===== src/rtl/uart_tx_scheduler_pkg.sv =====
// Purpose: shared types and helpers for the UART transmit scheduler.
//   - UART_WORD_LENGTH : default data bits per UART frame
//   - state_e          : scheduler FSM state encoding (3-bit)
//   - rr_index         : modular index helper used by arbiter and pointer update
package uart_tx_scheduler_pkg;

   localparam int unsigned UART_WORD_LENGTH = 8;

   typedef enum logic [2:0] {
      ST_IDLE    = 3'd0,
      ST_LATCH   = 3'd1,
      ST_START   = 3'd2,
      ST_WAIT_HI = 3'd3,
      ST_WAIT_LO = 3'd4,
      ST_DONE    = 3'd5
   } state_e;

   // (base + offset) mod n, used for round-robin walking and pointer advance
   function automatic int unsigned rr_index(input int unsigned base,
                                            input int unsigned offset,
                                            input int unsigned n);
      return (base + offset) % n;
   endfunction

endpackage


===== src/rtl/uart_tx_scheduler_rr_arbiter.sv =====
// Purpose: combinational round-robin pick of one requester.
// Ports:
//   req         in  N_REQ  pending requests
//   ptr         in  ID_W   highest-priority index for this pick
//   any_c       out 1      at least one request pending
//   winner_id_c out ID_W   index of the first set bit at or after ptr (wrapping)
//   winner_oh_c out N_REQ  one-hot form of winner_id_c (zero when none)
module uart_tx_scheduler_rr_arbiter
   import uart_tx_scheduler_pkg::*;
#(
   parameter int unsigned N_REQ = 4,
   parameter int unsigned ID_W  = 2
) (
   input  logic [N_REQ-1:0] req,
   input  logic [ID_W-1:0]  ptr,
   output logic             any_c,
   output logic [ID_W-1:0]  winner_id_c,
   output logic [N_REQ-1:0] winner_oh_c
);

   int unsigned idx;

   // Walk from ptr upward, wrapping, and keep the first pending request
   always_comb begin
      any_c       = 1'b0;
      winner_id_c = '0;
      winner_oh_c = '0;
      idx         = 0;
      for (int unsigned k = 0; k < N_REQ; k++) begin
         idx = rr_index(32'(ptr), k, N_REQ);
         if (!any_c && ((req & (N_REQ'(1) << idx)) != '0)) begin
            any_c       = 1'b1;
            winner_id_c = ID_W'(idx);
         end
      end
      if (any_c) begin
         winner_oh_c = N_REQ'(1) << winner_id_c;
      end
   end

endmodule


===== src/rtl/uart_tx_scheduler.sv =====
// Purpose: shares one UART transmitter among N_REQ requesters with round-robin
// arbitration, byte latching, Transmit pulse generation and frame tracking.
// Ports:
//   clk, reset     clock, synchronous active-high reset
//   req/req_data   level requests and per-requester bytes
//   ack/done       one-hot 1-cycle pulses: byte latched / frame finished or aborted
//   grant_id/busy  current owner and activity flag
//   tx_error       sticky start-timeout flag, cleared by clr_error
//   uart_datatx, uart_transmit, uart_tx_flag  UART TX interface
module uart_tx_scheduler
   import uart_tx_scheduler_pkg::*;
#(
   parameter int unsigned WORD_LENGTH   = UART_WORD_LENGTH,
   parameter int unsigned N_REQ         = 4,
   parameter int unsigned ID_W          = 2,
   parameter int unsigned START_TIMEOUT = 15
) (
   input  logic                         clk,
   input  logic                         reset,
   input  logic [N_REQ-1:0]             req,
   input  logic [N_REQ*WORD_LENGTH-1:0] req_data,
   output logic [N_REQ-1:0]             ack,
   output logic [N_REQ-1:0]             done,
   output logic [ID_W-1:0]              grant_id,
   output logic                         busy,
   output logic                         tx_error,
   input  logic                         clr_error,
   output logic [WORD_LENGTH-1:0]       uart_datatx,
   output logic                         uart_transmit,
   input  logic                         uart_tx_flag
);

   localparam int unsigned    CNT_W   = $clog2(START_TIMEOUT + 1);
   localparam logic [CNT_W-1:0] CNT_MAX = '1;
   localparam logic [CNT_W-1:0] CNT_TO  = CNT_W'(START_TIMEOUT);

   state_e                 state_q, state_d;
   logic [ID_W-1:0]        ptr_q, ptr_d;
   logic [ID_W-1:0]        grant_q, grant_d;
   logic [WORD_LENGTH-1:0] data_q, data_d;
   logic [N_REQ-1:0]       ack_q, ack_d;
   logic [N_REQ-1:0]       done_q, done_d;
   logic                   busy_q, busy_d;
   logic                   err_q, err_d;
   logic                   xmit_q, xmit_d;
   logic [CNT_W-1:0]       cnt_q, cnt_d;

   logic                   arb_any_c;
   logic [ID_W-1:0]        arb_id_c;
   logic [N_REQ-1:0]       arb_oh_c;
   logic [CNT_W-1:0]       cnt_inc_c;
   logic                   err_set_c;

   uart_tx_scheduler_rr_arbiter #(
      .N_REQ (N_REQ),
      .ID_W  (ID_W)
   ) u_arb (
      .req         (req),
      .ptr         (ptr_q),
      .any_c       (arb_any_c),
      .winner_id_c (arb_id_c),
      .winner_oh_c (arb_oh_c)
   );

   // Next-state and registered-output computation; outputs take effect on state entry
   always_comb begin
      state_d   = state_q;
      ptr_d     = ptr_q;
      grant_d   = grant_q;
      data_d    = data_q;
      ack_d     = '0;
      done_d    = '0;
      busy_d    = busy_q;
      xmit_d    = 1'b0;
      cnt_d     = cnt_q;
      err_set_c = 1'b0;
      cnt_inc_c = (cnt_q == CNT_MAX) ? cnt_q : cnt_q + CNT_W'(1);

      case (state_q)
         ST_IDLE: begin
            busy_d = 1'b0;
            if (arb_any_c) begin
               state_d = ST_LATCH;
               grant_d = arb_id_c;
               data_d  = WORD_LENGTH'(req_data >> (32'(arb_id_c) * WORD_LENGTH));
               ack_d   = arb_oh_c;
               busy_d  = 1'b1;
               ptr_d   = ID_W'(rr_index(32'(arb_id_c), 1, N_REQ));
            end
         end
         ST_LATCH: begin
            state_d = ST_START;
            xmit_d  = 1'b1;
         end
         ST_START: begin
            state_d = ST_WAIT_HI;
            cnt_d   = '0;
         end
         ST_WAIT_HI: begin
            if (uart_tx_flag) begin
               state_d = ST_WAIT_LO;
            end else begin
               cnt_d = cnt_inc_c;
               // Frame never started: abort and report
               if (cnt_inc_c == CNT_TO) begin
                  err_set_c = 1'b1;
                  done_d    = N_REQ'(1) << grant_q;
                  busy_d    = 1'b0;
                  state_d   = ST_IDLE;
               end
            end
         end
         ST_WAIT_LO: begin
            if (!uart_tx_flag) begin
               state_d = ST_DONE;
               done_d  = N_REQ'(1) << grant_q;
            end
         end
         ST_DONE: begin
            state_d = ST_IDLE;
            busy_d  = 1'b0;
         end
         default: begin
            state_d = ST_IDLE;
            busy_d  = 1'b0;
         end
      endcase

      // A timeout in the same cycle as clr_error keeps the flag set
      err_d = err_set_c ? 1'b1 : (clr_error ? 1'b0 : err_q);
   end

   // State and output registers
   always_ff @(posedge clk) begin
      if (reset) begin
         state_q <= ST_IDLE;
         ptr_q   <= '0;
         grant_q <= '0;
         data_q  <= '0;
         ack_q   <= '0;
         done_q  <= '0;
         busy_q  <= 1'b0;
         err_q   <= 1'b0;
         xmit_q  <= 1'b0;
         cnt_q   <= '0;
      end else begin
         state_q <= state_d;
         ptr_q   <= ptr_d;
         grant_q <= grant_d;
         data_q  <= data_d;
         ack_q   <= ack_d;
         done_q  <= done_d;
         busy_q  <= busy_d;
         err_q   <= err_d;
         xmit_q  <= xmit_d;
         cnt_q   <= cnt_d;
      end
   end

   assign ack           = ack_q;
   assign done          = done_q;
   assign grant_id      = grant_q;
   assign busy          = busy_q;
   assign tx_error      = err_q;
   assign uart_datatx   = data_q;
   assign uart_transmit = xmit_q;

endmodule


===== config.mk =====
export PLATFORM = sky130hd
export DESIGN_NAME = uart_tx_scheduler
export DESIGN_NICKNAME = d
export VERILOG_FILES = /design/src/rtl/uart_tx_scheduler_pkg.sv /design/src/rtl/uart_tx_scheduler_rr_arbiter.sv /design/src/rtl/uart_tx_scheduler.sv
export SDC_FILE = /design/constraint.sdc
export NUM_CORES = 1
export LEC_CHECK = 0
export BUFFER_PORTS_ARGS = -buffer_cell sky130_fd_sc_hd__buf_4
export CORE_ASPECT_RATIO = 1.25
export CORE_MARGIN = 5
export CORE_UTILIZATION = 50
export CTS_CLUSTER_DIAMETER = 60
export DETAILED_ROUTE_END_ITERATION = 6
export PLACE_DENSITY = 0.79
export SLEW_MARGIN = 30
export SYNTH_ARGS = -nofsm -noshare
export SYNTH_HDL_FRONTEND = slang
export SYNTH_SLANG_ARGS = --single-unit

===== constraint.sdc =====
create_clock -name clk -period 3.7 [get_ports clk]
set_input_delay 0.37 -clock clk [delete_from_list [all_inputs] [get_ports clk]]
set_output_delay 0.37 -clock clk [all_outputs]
set_load 0.01 [all_outputs]

Word-level counts from Yosys, hierarchy flattened
Index checks and enable logic that the tools add are counted.

storage, ports and cells
  bits in registers = 30
  input port bits = 40
  output and inout bits = 21
  word-level logic and storage cells = 89

cells by class
  add/subtract/negate cells = 5
  equal/unequal tests = 11
  shift-type cells = 7
  muxes and demuxes = 30
  bitwise logic cells = 7
  reductions and logical operators = 19

operator list
  operator                                                               number
  32-bit by 5-bit right shift with 8-bit output                          1
  1-bit by 2-bit << shifter with 4-bit output, first input constant      6
  4-bit two-way mux                                                      5
  4-bit bitwise AND                                                      4
  4-bit case mux with 2 select lines                                     2
  4-bit nonzero test                                                     4
  3-bit case mux with 5 select lines                                     1
  1-bit two-way mux                                                      13
  3-bit two-way mux                                                      4
  4-bit equality test, second input constant                             2
  2-bit two-way mux                                                      4
  2-bit inequality test, second input constant                           4
  3-bit by 2-bit equality test with 1-bit output, second input constant  2
  3-bit AND reduction                                                    2
  3-bit OR reduction                                                     2
  2-bit by 1-bit adder with 2-bit output, second input constant          2
  2-bit adder, second input constant                                     2
  4-bit by 1-bit adder with 4-bit output, second input constant          1
  2-bit AND reduction                                                    2
  2-bit nonzero test                                                     2
  3-bit by 1-bit equality test with 1-bit output, second input constant  1
  3-bit equality test, second input constant                             1
  1-bit logical AND                                                      3
  1-bit zero test                                                        3
  4 further kinds                                                        6

Longest topological paths before layout
Gate-level depths: netlist (run 1).

  depth after elaboration = 15
  mapped depth = 12
  mapped depth without buffers = 9

Modules after synthesis
From an unflattened synthesis (run 1), not the netlist that was laid out.

second synthesis, totals
  cells, all modules = 181
  area total of the unflattened synthesis = 1,687.9 um2

by module, submodules not included
  module                        instances  cells each  area an instance (um2)  sequential area each (um2)
  uart_tx_scheduler             1          142         1,395.1                 600.6
  uart_tx_scheduler_rr_arbiter  1          39          292.8                   0.0

Least setup slack after synthesis (run 1)
Ideal clock, no wire load.

  kind = register to register
  from = register ptr_q[0]
  to = register data_q[1] (netlist: uart_datatx[1])
  library setup time = 0.145 ns
  arrival time = 2.809 ns
  required time = 3.555 ns
  path slack = 0.746 ns
  cell stages (with the launch flop) = 12
  buffers on the path = 2
  period minus slack after synthesis = 2.954 ns
  cells stage by stage = dfxtp_1 inv_1 clkbuf_1 ha_1 a22o_1 or2_4 or4_4 o211ai_4 buf_12 mux2_4 nand2_1 a311oi_2

on the way
  word-level cells in the longest chain between the ends = 14
  elaborated cells on any way between the ends = 31
  classes of those cells = add/sub: 3; shift: 5; mux: 8; bitwise: 4; reduce/logical: 11

ends and longest elaborated chain
  item                                                                             RTL line                  RTL
  start, declared                                                                  uart_tx_scheduler.sv:38   logic [ID_W-1:0] ptr_q, ptr_d;
  start signal, assigned                                                           uart_tx_scheduler.sv:148  ptr_q <= ptr_d;
  branches (longest 14 deep; another with 2-bit by 1-bit adder with 2-bit output)  -
  end signal, assigned                                                             uart_tx_scheduler.sv:150  data_q <= data_d;
  end, declared                                                                    uart_tx_scheduler.sv:40   logic [WORD_LENGTH-1:0] data_q, data_d;

Parallel ways; which one is timed is not known.
A chain may end at the register's enable or synchronous reset.

Final worst setup path (run 1)
  from = register ptr_q[0]
  to = register data_q[2] (netlist: uart_datatx[2])

Same word-level chain as after synthesis.

==> out/results.ini, run 1 <==
[outcome]
status=finished, final reports clean

[layout]
n_antenna_cell=0
final_cell_area_um2=2500
syn_to_final_growth_pct=27.8
drive_gt1_frac=0.268
nets=343

[setup_path]
cp_slowest_cell=o211ai_4
crit_chain=inv_1 -> ha_1 -> a22o_1 -> or2_4 -> or4_4 -> o211ai_4 -> mux2_2 -> nand2_1 -> a311oi_1
endpoint_kind=flip-flop
max_stage_delay_ps=510
crit_required_ps=3820
worstSetupPathType=flip-flop to flip-flop
worstPathMaxFanout=15
arrival_ps=3430
startpoint_type=flip-flop

[die]
core_um2=3780
start_util=0.517
die_y_um=79.9
fp-row-count=25
fp.dieW_um=66.0
dieArea_um2=5270
num_io_pins=61

[pwr]
power_density_nw_per_um2=755
power_switching_w=0.000823
seq_power_share=0.246
internal-power_w=0.00107
power.share.combinational=0.628
leakagePower_nw=1.05
p_clk_frac=0.126
swShare=0.436
total_power_w=0.00189
ir_drop_mv=0.543

[yosys]
synth_flop_cell=dfxtp_1
ys_seq_area_frac=0.307
ys_async_sr_fraction=0
ys_ff_latch=30
ys_types=49
synth_top_area_cell=dfxtp_1
netlist_instances=241
syn_avg_cell_area_um2=8.12
ys_top_cells_by_area=dfxtp_1 31%, mux2i_1 8.7%, nand2_1 6.1%
syn-num-nets=286
synth.cell_area_um2=1960
yosys.area.top_type_share=0.307
synth_warnings=0
synth_edf_count=0

[timing]
post-route-min-period_ps=3310
rsz0062_at_grt=no
hold_viol_final=0
post-route-period-util=0.895
fin_setup_tns_ps=0
finalClockSkew_ps=4.70
slew_violations=0
worst_pin_slew_ps=687
worst_slack_ps=387
timing.slew.headroom=0.541
fmax_mhz=302
setup_violations=0

[hold_path]
min_path_type=input port to flip-flop

[run]
maxCapViolCount=0

[drt]
dr.max_layer_used=met4
wl_mm=4.80
postRouteAntennaNets=0
met3_length_um=288
wl_met2_mm=2.36
wl_met1_mm=2.10
dr.pass1.iters=4
wl_per_cell_um=13.6
drtIter0Drc=110
vias=1994
drc_errors=0
viasPerCell=5.66

[clock_tree]
cts_root_buf=clkbuf_8
post_cts_resize_count=0
cts_tree=yes
clk_pin_slew_ps=60
htreeDepth=2
cts_setup_buffers=0
clock_path_buffers=2
clock_latency_ps=280
cts.sinks=30
cts_made_buffers=5
holdBufCountCts=0

[global_routing]
grt_pass1_vias=1854
overflow=0
grt_first_pass_wirelength_mm=7.87
grt_usage=0.187
antenna_found_initial=0
grt_max_degree=27

[placed_design]
port_buffers=60
post-place-ws_ps=431
placed_area_um2=2420
hpwl_mm=3.69
routabilityCongestion=0.862

## flip-flops by register name, summed over array words and instances, names as in the netlist
signal         flops
uart_datatx        8
grant_id           2
state_q            3
busy               1
tx_error           1
cnt_q              4
ack                4
ptr_q              2
uart_transmit      1
done               4
## metrics by stage
stage               utilization  std cells  hold slack, ps
floorplan                     -        241             474
global placement          0.639        345             451
detailed placement        0.640        345             463
CTS                       0.661        352             385
global route              0.661        352             404
finish                    0.661        352             396
## kinds of logic after synthesis
| group | after synthesis | synth area share |
|---|---|---|
| simple gates | 91 | 0.226 |
| fa+ha+maj | 5 | 0.0320 |
| flops | 30 | 0.307 |
| compound gates | 75 | 0.268 |
| xor+xnor | 1 | 0.00448 |
| buf+inv | 17 | 0.0454 |
| mux | 22 | 0.118 |
## power by group through the flow
stage,Combinational [W],Clock (W),Sequential [W]
final,0.00119,0.000238,0.000464
after floorplan,0.000927,0,0.000479
after global placement,0.00116,0,0.000469
after detailed placement,0.00118,0,0.000471
after CTS,0.00119,0.000245,0.000465
after global routing,0.00131,0.000263,0.000478
## path summary, 6_finish.rpt
path	slack, ps	start	cells past startpoint	endpoint
max	390	ptr_q[0]	9	uart_datatx[2]
min	400	uart_tx_flag	3	state_q[2]
max reg2reg	390	ptr_q[0]	9	uart_datatx[2]
min reg2reg	470	uart_datatx[3]	2	uart_datatx[3]
## cell usage after synthesis, types with 2 or more instances
master / n
nor4_1: 2
a22oi_1: 6
ha_1: 5
a31oi_1: 3
o22ai_1: 12
nor3b_1: 2
inv_1: 5
nand3_1: 2
nor2_1: 26
nand3b_1: 3
a311oi_1: 4
nand2_1: 32
o21ai_0: 11
and2_1: 5
clkbuf_1: 9
a22o_1: 4
nor3_1: 5
a21oi_1: 13
mux2i_1: 17
mux2_2: 4
and3_1: 3
dfxtp_1: 30
o211ai_1: 4
nor2b_1: 3
a211oi_1: 5
nor4b_1: 3
## layout by cell type (no fill, tap or decap), types with 4 or more instances in the layout
cell type,netlist,layout
mux2_2,4,4
a311oi_1,4,4
a21oi_1,13,13
o211ai_1,4,4
nand2_1,32,32
nor2_1,26,25
ha_1,5,5
a22oi_1,6,6
and2_1,5,5
clkbuf_8,0,5
buf_4,0,62
inv_1,5,5
dfxtp_1,30,30
a22o_1,4,4
mux2i_1,17,17
o21ai_0,11,11
nor3_1,5,5
o22ai_1,12,12
a211oi_1,5,5
## critical path, delay by kind of cell (launching register included)
| family | cells | cell delay (ps) |
|---|---|---|
| multiplexers | 1 | 400 |
| adder cells (fa/ha/maj) | 1 | 330 |
| AO/OA/AOI/OAI | 3 | 890 |
| buffers and inverters | 1 | 250 |
| flip-flops | 1 | 450 |
| AND/OR/NAND/NOR | 3 | 830 |
## routing by layer
metal  GRT usage  up-vias
met4      0.0752        0
li1            -     1018
met5           0        -
met3      0.0451        5
met2       0.316       63
met1       0.223      908
## final cells by class
| class | instances | area (µm²) |
|---|---|---|
| Timing Repair Buffer | 62 | 465 |
| Clock inverter | 2 | 10.0 |
| Inverter | 5 | 18.8 |
| Sequential cell | 30 | 601 |
| Multi-Input combinational cell | 194 | 1270 |
| Clock buffer | 5 | 68.8 |
| Tap cell | 54 | 67.6 |
| Fill cell | 320 | 1280 |
Power figures use the tool's default switching activity.
==> run 2: changes to the inputs <==
Settings changed: CORE_MARGIN 5 to unset, GPL_TIMING_DRIVEN set to 0.
==> out/results.ini, run 2 (synthesized netlist as in run 1, its figures left out) <==
[outcome]
violations=design-rule violations
status=complete, but fails checks

[setup_path]
arrival_ps=3630  ; +200 ps
startpoint_type=flip-flop
ff2ff_setup_slack_ps=280  ; -110 ps
crit_chain=inv_1 -> clkbuf_1 -> ha_1 -> a22o_1 -> or2_4 -> or4_4 -> o211ai_4 -> buf_12 -> buf_6 -> mux2i_1 -> o211ai_1 -> a21oi_1
worstRegToRegCells=12  ; +3
regToRegStartpoint=ptr_q[0]
worstPathMaxFanout=11  ; -4
endpoint_kind=flip-flop
max_stage_delay_ps=490  ; -20 ps
critPathTopFamily=compound AO/OA/AOI/OAI gates
worstSetupStartpoint=ptr_q[0]
r2r_end=uart_datatx[3]
crit_required_ps=3910  ; +90 ps
worstSetupPathType=flip-flop to flip-flop
path_buf_inv=4  ; +3
cp_slowest_cell=or4_4

[timing]
hold_viol_final=0  ; unchanged
finalClockSkew_ps=8.41  ; +3.71 ps
setup_violations=0  ; unchanged
worst_pin_slew_ps=590  ; -97.2 ps
rsz0062_at_grt=no
post-route-period-util=0.925  ; +0.0299
timing.slew.headroom=0.604  ; +0.0627
timing.hold.ws_ps=402  ; +5.57 ps
fin_setup_tns_ps=0  ; unchanged
slew_violations=0  ; unchanged
post-route-min-period_ps=3420  ; +110 ps
fmax_mhz=292  ; -3.2%

[clock_tree]
holdBufCountCts=0  ; unchanged
cts_made_buffers=5  ; unchanged
cts_root_buf=clkbuf_8
clk_pin_slew_ps=60  ; about the same
cts_tree=yes
htreeDepth=2  ; unchanged
cts_setup_buffers=0  ; unchanged
clock_path_buffers=2  ; unchanged
clock_latency_ps=280  ; about the same
cts.sinks=30  ; unchanged

[global_routing]
grt_usage=0.235  ; +0.0482
globalRouteMet2Util=0.436  ; +0.120
grt_max_degree=12  ; -56%
grt_first_pass_wirelength_mm=7.64  ; -3.0%
overflow=0  ; unchanged
antenna_found_initial=0  ; unchanged
use_met1=0.257  ; +0.0334
busiest_layer=met2
use_met3=0.0428  ; -0.00229
grt_pass1_vias=1816  ; -2.0%

[die]
num_io_pins=61  ; unchanged
core_um2=3750  ; -0.83%
dieArea_um2=4170  ; -21%
die_y_um=71.9  ; -10%
fp.dieW_um=58.0  ; -12%
start_util=0.521  ; +0.00431
fp-row-count=25  ; unchanged

[pwr]
seq_power_share=0.214  ; -0.032
power_density_nw_per_um2=825  ; +9.3%
swShare=0.404  ; -0.0316
power.share.combinational=0.597  ; -0.031
power_switching_w=0.000864  ; +5.1%
internal-power_w=0.00127  ; +20%
leakagePower_nw=1.09  ; +3.7%
p_clk_frac=0.190  ; +0.064
ir_drop_mv=0.513  ; -5.4%

[hold_path]
holdPathEnd=tx_error
min_from=clr_error
min_path_type=input port to flip-flop
hold_depth=4  ; +1

[placed_design]
port_buffers=58  ; -3.3%
routabilityCongestion=0.852  ; -1.2%
place_inst=339  ; -1.7%
placed_area_um2=2440  ; +0.83%
hpwl_mm=3.68  ; -0.18%

[drt]
wl_mm=4.70  ; -2.1%
postRouteAntennaNets=0  ; unchanged
vias=2003  ; +0.45%
drc_errors=3  ; +3
drtIter0Drc=82  ; -25%
viasPerCell=5.77  ; +1.9%
wl_per_cell_um=13.5  ; -0.69%
dr.pass1.iters=6  ; +2

[layout]
final_cell_area_um2=2590  ; +3.7%
nets=351  ; +2.3%
n_antenna_cell=0  ; unchanged
drive_gt1_frac=0.261  ; -0.00787
final_cell_mix=58 x buf_4, 32 x nand2_1, 30 x dfxtp_1, 26 x nor2_1, 17 x mux2i_1
finalNonFillerCells=347  ; -1.4%
largest_reg_flops=8  ; unchanged
final_common_cell=buf_4
syn_to_final_growth_pct=32.5

[run]
maxCapViolCount=0  ; unchanged

==> run 2: cell types whose count changed in the layout (fill, tap and decap cells not counted), moves of 2 or more <==
cell and delta:
clkinv_2 -2, bufinv_16 +2, clkbuf_1 +9, buf_4 -4
==> run 2: area by class of cell <==
class                      count  area, µm²
buffer                        12       70.1
clock buffer                   6       82.6
clock inverter                 2       60.1
fill                         342       1160
inverter                       5       18.8
multi-input combinational    194       1270
sequential                    30        601
tap                           40       50.0
timing repair buffer          58        435
==> run 2: worst max path at each step <==
stage	to	slack, ps	cells past startpoint
after floorplan	uart_datatx[1]	750	11
after global placement	uart_datatx[3]	320	12
after detailed placement	uart_datatx[3]	310	12
after CTS	uart_datatx[3]	290	12
after global routing	uart_datatx[0]	2	9
final	uart_datatx[3]	280	12
==> run 2: through the flow <==
stage / utilization / total power, W / setup WS, ps
floorplan: - / 0.00141 / 746
global placement: 0.651 / 0.00171 / 319
detailed placement: 0.651 / 0.00173 / 307
CTS: 0.689 / 0.00214 / 289
global route: 0.691 / 0.00230 / 1.66
finish: 0.691 / 0.00214 / 277
==> run 2: power by group through the flow <==
| stage | sequential, W | clock, W | combinational, W |
|---|---|---|---|
| finish | 0.000457 | 0.000406 | 0.00128 |
| global route | 0.000466 | 0.000423 | 0.00141 |
| CTS | 0.000457 | 0.000413 | 0.00127 |
| detailed placement | 0.000463 | 0 | 0.00127 |
| global placement | 0.000462 | 0 | 0.00125 |
| floorplan | 0.000479 | 0 | 0.000927 |
==> run 2: worst register-to-register path: cells and delay by family, from the launching register on <==
family          cells  cell delay, ps
mux                 1             200
buf+inv             4             760
compound gates      4             830
simple gates        2             760
flops               1             480
fa+ha+maj           1             320
==> run 2: timing repair <==
| action | CTS | global route |
|---|---|---|
| endpoints found under the hold margin | 0 | 0 |
| endpoints found under the setup margin | 0 | 1 |
| resized for setup | 0 | 1 |
==> run 2: routing by layer <==
metal  share of wire  vias to the layer above
met2            0.53                       59
met5               0                        -
met4          0.0098                        0
li1                -                     1036
met3           0.047                        5
met1            0.41                      903
